$ cat config.mk
export PLATFORM = sky130hd
export DESIGN_NAME = interboard_tx_queue
export DESIGN_NICKNAME = d
export VERILOG_FILES = /design/src/rtl/interboard_tx_queue.sv
export SDC_FILE = /design/constraint.sdc
export NUM_CORES = 1
export LEC_CHECK = 0
export CAP_MARGIN = 0
export CORE_MARGIN = 2
export CORE_UTILIZATION = 45
export DETAILED_ROUTE_END_ITERATION = 8
export GPL_TIMING_DRIVEN = 0
export PLACE_DENSITY = 0.69
export RECOVER_POWER = 50
export REMOVE_ABC_BUFFERS = 1
export SYNTH_ARGS = -nofsm -noshare
export SYNTH_HDL_FRONTEND = slang
export SYNTH_SLANG_ARGS = --single-unit
$ cat constraint.sdc
create_clock -name clk -period 4.3 [get_ports clk]
set_input_delay 0.86 -clock clk [delete_from_list [all_inputs] [get_ports clk]]
set_output_delay 0.86 -clock clk [all_outputs]
set_load 0.01 [all_outputs]
$ cat src/rtl/interboard_tx_queue.sv
// Transmit side of the inter-board link: queues GameControl messages and sends each one as two 6-bit
// words over a 4-phase Request/Ack handshake. Optional handshake timeout: define INTERBOARD_TX_TIMEOUT_EN.
module interboard_tx_queue #(
    parameter int FIFO_DEPTH     = 4,
    parameter int SYNC_STAGES    = 2,
    parameter int TIMEOUT_CYCLES = 1_000_000
) (
    input  logic       clk,
    input  logic       rst,
    input  logic       interboard_rst,
    input  logic       ctrl_en,
    input  logic [2:0] ctrl_msg_type,
    input  logic [4:0] ctrl_number,
    input  logic       Ack_in,
    output logic       inter_ready,
    output logic       Request_out,
    output logic [5:0] inter_data_out,
    output logic       tx_busy,
    output logic       tx_done,
    output logic       tx_overflow,
    output logic       tx_timeout
);
    localparam int          PW       = $clog2(FIFO_DEPTH);
    localparam logic [PW:0] FULL_CNT = (PW+1)'(FIFO_DEPTH);

    localparam logic [2:0] S_IDLE = 3'd0;
    localparam logic [2:0] S_REQ0 = 3'd1;
    localparam logic [2:0] S_REL0 = 3'd2;
    localparam logic [2:0] S_REQ1 = 3'd3;
    localparam logic [2:0] S_REL1 = 3'd4;

    // MSB of each word tells the receiver which half it is; neither form can reach 6'h3f.
    function automatic logic [5:0] enc_w0(input logic [4:0] type_hi);
        return {1'b0, type_hi};
    endfunction

    function automatic logic [5:0] enc_w1(input logic [2:0] num_lo);
        return {1'b1, 2'b00, num_lo};
    endfunction

    logic rst_all;
    assign rst_all = rst | interboard_rst;

    logic [7:0]    mem_q [FIFO_DEPTH];
    logic [PW-1:0] wr_ptr_q, rd_ptr_q;
    logic [PW:0]   count_q;
    logic          overflow_q;
    logic          full, empty, push, pop;
    logic [7:0]    head;

    assign full  = (count_q == FULL_CNT);
    assign empty = (count_q == '0);
    assign push  = ctrl_en && !full;
    assign head  = mem_q[rd_ptr_q];

    always_ff @(posedge clk) begin
        if (push) mem_q[wr_ptr_q] <= {ctrl_msg_type, ctrl_number};
    end

    // A push arriving at full is dropped even when the FSM pops in the same cycle.
    always_ff @(posedge clk) begin
        if (rst_all) begin
            wr_ptr_q   <= '0;
            rd_ptr_q   <= '0;
            count_q    <= '0;
            overflow_q <= 1'b0;
        end else begin
            if (push) wr_ptr_q <= wr_ptr_q + 1'b1;
            if (pop)  rd_ptr_q <= rd_ptr_q + 1'b1;
            case ({push, pop})
                2'b10:   count_q <= count_q + 1'b1;
                2'b01:   count_q <= count_q - 1'b1;
                default: count_q <= count_q;
            endcase
            if (ctrl_en && full) overflow_q <= 1'b1;
        end
    end

    logic [SYNC_STAGES-1:0] sync_q;
    logic                   ack_s;
    assign ack_s = sync_q[SYNC_STAGES-1];

    logic [2:0] state_q, state_d;
    logic       req_q, req_d;
    logic [5:0] data_q, data_d;
    logic       done_q, done_d;
    logic [2:0] lo_q;

`ifdef INTERBOARD_TX_TIMEOUT_EN
    localparam int          TW     = $clog2(TIMEOUT_CYCLES) + 1;
    localparam logic [TW-1:0] T_LAST = TW'(TIMEOUT_CYCLES - 1);
    logic [TW-1:0] tcnt_q, tcnt_d;
    logic          tmo_q, tmo_d;
    logic          tmo_hit;
    assign tmo_hit = (state_q != S_IDLE) && (tcnt_q == T_LAST);
`endif

    always_comb begin
        state_d = state_q;
        req_d   = req_q;
        data_d  = data_q;
        done_d  = 1'b0;
        pop     = 1'b0;
        case (state_q)
            S_IDLE: if (!empty) begin
                pop     = 1'b1;
                data_d  = enc_w0(head[7:3]);
                req_d   = 1'b1;
                state_d = S_REQ0;
            end
            S_REQ0: if (ack_s) begin
                req_d   = 1'b0;
                state_d = S_REL0;
            end
            S_REL0: if (!ack_s) begin
                data_d  = enc_w1(lo_q);
                req_d   = 1'b1;
                state_d = S_REQ1;
            end
            S_REQ1: if (ack_s) begin
                req_d   = 1'b0;
                state_d = S_REL1;
            end
            S_REL1: if (!ack_s) begin
                data_d  = '0;
                done_d  = 1'b1;
                state_d = S_IDLE;
            end
            default: state_d = S_IDLE;
        endcase
`ifdef INTERBOARD_TX_TIMEOUT_EN
        // Abandon only the message in flight; anything still queued goes next.
        tmo_d = 1'b0;
        if (tmo_hit) begin
            state_d = S_IDLE;
            req_d   = 1'b0;
            data_d  = '0;
            done_d  = 1'b0;
            tmo_d   = 1'b1;
        end
        tcnt_d = (state_d != state_q || state_q == S_IDLE) ? '0 : tcnt_q + 1'b1;
`endif
    end

    always_ff @(posedge clk) begin
        if (rst_all) begin
            state_q <= S_IDLE;
            req_q   <= 1'b0;
            data_q  <= '0;
            done_q  <= 1'b0;
            sync_q  <= '0;
        end else begin
            state_q <= state_d;
            req_q   <= req_d;
            data_q  <= data_d;
            done_q  <= done_d;
            sync_q  <= {sync_q[SYNC_STAGES-2:0], Ack_in};
        end
    end

    always_ff @(posedge clk) begin
        if (pop) lo_q <= head[2:0];
    end

`ifdef INTERBOARD_TX_TIMEOUT_EN
    always_ff @(posedge clk) begin
        if (rst_all) begin
            tcnt_q <= '0;
            tmo_q  <= 1'b0;
        end else begin
            tcnt_q <= tcnt_d;
            tmo_q  <= tmo_d;
        end
    end
    assign tx_timeout = tmo_q;
`else
    assign tx_timeout = 1'b0;
`endif

    assign inter_ready    = !full;
    assign Request_out    = req_q;
    assign inter_data_out = data_q;
    assign tx_busy        = (state_q != S_IDLE) || !empty;
    assign tx_done        = done_q;
    assign tx_overflow    = overflow_q;

endmodule

==> results of run 1 <==
## routing by layer
layer  wire length, um  track usage [%]  up-vias  part of all wire, %
met5                 0                0        -                    0
met4                40             4.36        0                 0.95
met3               261             7.76        8                  6.2
met2              2160             26.9       40                   51
met1              1740             17.3      723                   41
li1                  -                -      703                    -
## worst register-to-register path: cells and delay by family (launching register included)
| kind | cells | cell delay [ns] |
|---|---|---|
| xor+xnor | 1 | 0.17 |
| simple gates | 3 | 1.26 |
| buf+inv | 1 | 0.06 |
| flops | 1 | 0.46 |
| fa+ha+maj | 2 | 0.64 |
| compound gates | 1 | 0.17 |
## cell type report
cell class / instances / share of cell area (%)
inverters: 6 / 0.786
clock inverters: 6 / 3.71
flip-flops and latches: 58 / 52.8
well taps: 70 / 3.06
multi-input cells: 99 / 27.3
repair buffers: 23 / 8.04
clock buffers: 9 / 4.33
## path summary, 6_finish.rpt
path | to | cells after the start
setup / recovery | tx_busy | 3
hold / removal | sync_q[1] | 1
setup reg to reg | count_q[2] | 8
hold reg to reg | sync_q[1] | 1
## registers in the layout, indices dropped and copies added, names as in the netlist, named ones only
register,cells
Request_out,1
count_q,3
inter_data_out,6
lo_q,3
mem_q,32
rd_ptr_q,2
state_q,3
sync_q,2
tx_done,1
tx_overflow,1
wr_ptr_q,2
## through the flow
step / setup slack (ns) / util (%) / cell area, um^2 / std cells / power [mW]
4_1_cts: 1.18 / 56.1 / 2860 / 271 / 1.34
3_5_place_dp: 1.40 / 51.6 / 2630 / 256 / 0.759
2_1_floorplan: 1.88 / - / 2320 / 163 / 0.708
3_3_place_gp: 1.55 / 51.6 / 2630 / 256 / 0.751
6_report: 1.18 / 56.1 / 2860 / 271 / 1.32
5_1_grt: 0.928 / 56.1 / 2860 / 271 / 1.38
## cell usage in the layout (no fill, tap or decap), types with 2 or more instances in the layout
cell type        synthesis  final
dfxtp_1                 23     23
nand2_1                  3      3
xor2_1                   4      4
bufinv_16                0      3
clkdlybuf4s50_1          0     14
mux4_2                   8      8
o221ai_1                 3      3
or3b_2                   3      3
dlygate4sd3_1            0      9
a221oi_1                 3      3
ha_1                     5      5
clkbuf_8                 0      9
inv_1                    6      6
or3_1                    3      3
nand3b_1                 2      2
and2_1                   2      2
a21o_1                   2      2
a21oi_1                 14     14
nor3_1                   6      6
edfxtp_1                35     35
o21ai_0                  6      6
nand3_1                  5      5
nor2_1                   8      8
and3_1                   6      6
nor4_1                   3      3
## cells by family (layout without fill, tap and decap cells)
kind of cell | Yosys count | count (layout)
DFF | 58 | 58
and+or+nand+nor | 48 | 48
AOI/OAI and AO/OA | 31 | 31
buffers and inverters | 20 | 44
muxes | 8 | 8
adders and majority gates | 6 | 6
xor gates and xnor gates | 5 | 5
other | 1 | 1
## power by group through the flow
stage                     registers (mW)  clock network (mW)  logic, mW
after floorplan                    0.637                   0     0.0718
after global placement             0.637                   0      0.114
after detailed placement           0.639                   0      0.120
after CTS                          0.627               0.592      0.120
after global routing               0.630               0.620      0.132
final                              0.627               0.578      0.118
==> impl_metrics.csv, run 1 <==
group,metric,value,unit
run_status,status,"finished, final reports clean",
cts,clkTransAtPathRegs,0.06,ns
power,swShare,20.9,%
floorplan,num_rows,26,
sta,max_freq,0.320,GHz
logic_synthesis,yosysSeqAreaShare,63.5,%
critical_path,critical_path.slowest_cell,"nor3_1",
global_route,grt.total_usage,15.7,%
sta,maxSlewViolCount,0,
power,p_leak,0.972,nW
critical_path,cpLargestDelayFamily,"simple AND/OR/NAND/NOR gates",
global_route,grt.overflow.total,0,
cells_and_area,diodes,0,
critical_path,r2r_start,"state_q[1]",
routing,via_per_inst,5.44,
cts,cts_sinks,58,
critical_path,endpoint_kind,"output pin",
sta,max_slew_margin,27.5,%
sta,worst_pin_slew,1.08,ns
power,power_frac_seq,47.4,%
sta,rsz0062_at_grt,"false",
critical_path,worstPathCellList,"nor3_1 -> nand2_1 -> clkdlybuf4s50_1",
power,pwr-share-clk,43.7,%
critical_path,r2r_setup_slack,1.47,ns
cells_and_area,drive_gt1_share,13.4,%
logic_synthesis,synth_ff_type,"edfxtp_1",
global_route,grt_pass1_vias,1502,
floorplan,die_h,76.7,um
logic_synthesis,yosys.area_share.simple,11.8,%
cts,numCtsBuffers,9,
logic_synthesis,syn_area_per_cell,13.4,um^2
logic_synthesis,synth.distinct_cells,37,
logic_synthesis,synth_compound_area_share,8.05,%
sta,hold_ws,0.448,ns
routing,routedWlPerCell,15.5,um
routing,drtIter0Drc,56,
logic_synthesis,yosys.area_share.xor_xnor,1.84,%
critical_path,path_buf_inv,1,
power,power_frac_comb,8.9,%
cts,clock_path_buffers,2,
logic_synthesis,async_flop_share,0,%
sta,fin_skew,0.00677,ns
power,power_density,462,nW/um^2
logic_synthesis,synth.area.top_cells,"edfxtp_1 44%, dfxtp_1 19%, mux4_2 7.6%",
critical_path,crit_arrival,2.26,ns
logic_synthesis,synthesis.area,2380,um^2
logic_synthesis,yosysTopAreaCell,"edfxtp_1",
logic_synthesis,synth_edf_count,35,
critical_path,worstPathMaxFanout,11,
critical_path,startpoint_type,"flip-flop",
routing,routed_wl,4200,um
floorplan,die_w,76.7,um
routing,ant_nets,0,
place,dp_hpwl,2940,um
power,netSwitchingPower,0.277,mW
global_route,grt_pass1_wl,7020,um
critical_path,worst_ep_required_time,3.44,ns
sta,setup_viol,0,
routing,route.vias.total,1474,
logic_synthesis,yosys_warnings,0,
cts,cts_hold_buffers,0,
cts,cts_tree,"built",
logic_synthesis,synth-seq-cells,58,
floorplan,die-area,5880,um^2
job,maxCapViolCount,0,
critical_path,worstSetupPathType,"reg -> out",
cells_and_area,seqCellArea,1510,um^2
global_route,grt_max_degree,19,
cts,postCtsSetupBuffers,0,
place,portBuffers,23,
cells_and_area,nNetsFinal,216,
cts,htreeDepth,3,
cts,cts-root-buf,"clkbuf_8",
sta,setup-tns-final,0,ns
global_route,antenna_found_initial,0,
place,routabilityCongestion,0.810,
floorplan,initial_utilization,46.6,%
floorplan,core-area,5110,um^2
cts,worst_skew_pair.late_latency,0.33,ns
power,irDropWorstVdd,293,uV
logic_synthesis,yosys.area_share.adder,3.47,%
sta,finalCritPeriodShare,72.7,%
critical_path,cp-startpoint,"count_q[0]",
cells_and_area,multiInputGateArea,782,um^2
sta,min_period,3.12,ns
logic_synthesis,netlist.area_leader.share,44.2,%
critical_path,slowest_delay,0.89,ns
cts,cts_resized,0,
cells_and_area,area_growth_syn_to_layout,20.4,%
logic_synthesis,synth_mux_area_share,7.57,%
hold_path,hp-start,"sync_q[0]",
logic_synthesis,netlist_instances,177,
logic_synthesis,synth_most_common_cell,"edfxtp_1",
logic_synthesis,ys_top_cells_by_count,"35 x edfxtp_1, 23 x dfxtp_1, 14 x a21oi_1",
routing,drtPass1Iterations,4,
routing,drc,0,
hold_path,hp-class,"reg -> reg",
sta,hold_violations,0,
floorplan,ioPinCount,25,
power,intPower,1.05,mW
cells_and_area,fill_cells,430,
logic_synthesis,synth_top_family_by_area,"simple AND/OR/NAND/NOR gates",
(Power assumes the default switching activity.)
==> run 2, diff against run 1 <==
--- a/config.mk
+++ b/config.mk
@@ -10,7 +10,7 @@
 export CORE_UTILIZATION = 45
 export DETAILED_ROUTE_END_ITERATION = 8
 export GPL_TIMING_DRIVEN = 0
-export PLACE_DENSITY = 0.69
+export PLACE_DENSITY = 0.71
 export RECOVER_POWER = 50
 export REMOVE_ABC_BUFFERS = 1
 export SYNTH_ARGS = -nofsm -noshare
==> constraint.sdc (replaced) <==
create_clock -name clk -period 2.8 [get_ports clk]
set_input_delay 0.56 -clock clk [delete_from_list [all_inputs] [get_ports clk]]
set_output_delay 0.56 -clock clk [all_outputs]
set_load 0.01 [all_outputs]
==> impl_metrics.csv, run 2 (synthesis gave the netlist of run 1 again) <==
group,metric,value,unit
run_status,status,"finished, final reports clean",
sta,worst_pin_slew,1.05,ns
routing,drtIter0Drc,81,
floorplan,core-area,5110,um^2
critical_path,crit_arrival,2.88,ns
cells_and_area,fin_cells,272,
routing,drt-met1-wl,1850,um
hold_path,whs_path_depth,1,
sta,maxSlewViolCount,0,
sta,min_period,2.62,ns
critical_path,path_depth,8,
global_route,grt.total_usage,16.3,%
cells_and_area,area_growth_syn_to_layout,20.8,%
critical_path,cpLargestDelayFamily,"simple AND/OR/NAND/NOR gates",
floorplan,initial_utilization,46.6,%
critical_path,worstPathCellList,"or3_4 -> nor2_2 -> ha_1 -> inv_1 -> fa_1 -> xor2_1 -> or3_1 -> a21oi_1",
cts,clkTransAtPathRegs,0.07,ns
floorplan,ioPinCount,25,
critical_path,worstSetupPathType,"reg -> reg",
place,portBuffers,23,
cts,cts_hold_buffers,0,
cts,cts_sinks,58,
cts,cts_tree,"built",
power,p_leak,0.966,nW
critical_path,critical_path.slowest_cell,"or3_4",
cts,htreeDepth,3,
power,power_density,700,nW/um^2
cells_and_area,diodes,0,
routing,wl_met2,2170,um
sta,layout_setup_ws,0.176,ns
cells_and_area,largest_register_ff_count,32,
critical_path,path_buf_inv,1,
routing,highest_layer,"met4",
place,place_inst,256,
routing,drtPass1Iterations,4,
cells_and_area,nNetsFinal,216,
floorplan,num_rows,26,
floorplan,die_w,76.7,um
critical_path,endpoint_kind,"flip-flop",
sta,setup_viol,0,
place,dp_slack,-0.0119,ns
job,maxCapViolCount,0,
cts,numCtsBuffers,9,
sta,max_freq,0.381,GHz
cells_and_area,seqCellArea,1510,um^2
power,irDropWorstVdd,524,uV
critical_path,slowest_delay,0.50,ns
routing,drc,0,
cells_and_area,final_common_cell,"edfxtp_1",
critical_path,startpoint_type,"flip-flop",
sta,max_slew_margin,30.2,%
cts,postCtsSetupBuffers,0,
routing,routedWlPerCell,15.9,um
critical_path,worst_ep_required_time,3.06,ns
routing,route.vias.total,1496,
routing,via_per_inst,5.50,
cts,worst_skew_pair.late_latency,0.33,ns
cells_and_area,multiInputGateArea,795,um^2
sta,finalCritPeriodShare,93.7,%
cells_and_area,final_util,56.2,%
global_route,grt_pass1_vias,1507,
cells_and_area,fill_cells,419,
sta,fin_skew,0.00653,ns
routing,ant_nets,0,
global_route,antenna_found_initial,0,
place,dp_hpwl,2890,um
cts,clock_path_buffers,2,
sta,hold_violations,0,
global_route,grt_max_degree,19,
global_route,grt_pass1_wl,7220,um
critical_path,rr_worst_depth,8,
floorplan,die_h,76.7,um
global_route,grt.overflow.total,0,
routing,wl_met3,189,um
place,routabilityCongestion,0.810,
cts,cts-root-buf,"clkbuf_8",
cells_and_area,layout_common_cells,"35 x edfxtp_1, 23 x dfxtp_1, 14 x a21oi_1, 14 x clkdlybuf4s50_1",
floorplan,die-area,5880,um^2
cells_and_area,drive_gt1_share,15.8,%
hold_path,hp-class,"reg -> reg",
routing,routed_wl,4310,um
sta,rsz0062_at_grt,"false",
critical_path,worstPathMaxFanout,14,
cells_and_area,top_register,"mem_q",
[run 2: cell types whose count changed in the layout (fill, tap and decap cells not counted), sizes merged]
cell    change
clkinv      +1
inv         +1
bufinv      -1
[run 2: power by group]
group          internal, mW  switching (mW)  total, mW  leakage (nW)
Combinational        0.0869           0.101      0.188         0.348
Sequential            0.940          0.0222      0.962         0.508
Clock                 0.508           0.352      0.860         0.110
[run 2: metal layers]
layer	GRT usage, %	vias up
met5	0	-
met4	11.5	0
met3	4.12	8
met2	26.2	50
met1	19.0	733
li1	-	705
[run 2: path summary, 6_finish.rpt]
| check | startpoint | end | slack (ns) |
|---|---|---|---|
| setup / recovery | state_q[1] | count_q[2] | 0.18 |
| hold / removal | sync_q[0] | sync_q[1] | 0.45 |
| setup reg to reg | state_q[1] | count_q[2] | 0.18 |
| hold reg to reg | sync_q[0] | sync_q[1] | 0.45 |
[run 2: cell type report]
class / instances / area share (%)
inverter: 6 / 0.784
sequential: 58 / 52.6
tap: 70 / 3.05
multi-input combinational: 99 / 27.7
clock inverter: 7 / 3.57
timing repair buffer: 23 / 8.01
clock buffer: 9 / 4.31
[run 2: what timing repair did]
item | 4_1_cts | 5_1_grt
endpoints found under the setup margin | 2 | 1
gates resized for setup | 2 | 1
pin swaps | 0 | 0
[run 2: stage by stage]
| step | power, mW | hold WS, ns | cell area [um^2] | setup TNS, ns |
|---|---|---|---|---|
| final | 2.01 | 0.451 | 2870 | 0 |
| after floorplan | 1.09 | 0.406 | 2320 | 0 |
| after global routing | 2.09 | 0.495 | 2870 | 0 |
| after global placement | 1.15 | 0.420 | 2630 | 0 |
| after CTS | 2.04 | 0.450 | 2870 | 0 |
| after detailed placement | 1.17 | 0.438 | 2630 | -0.0119 |
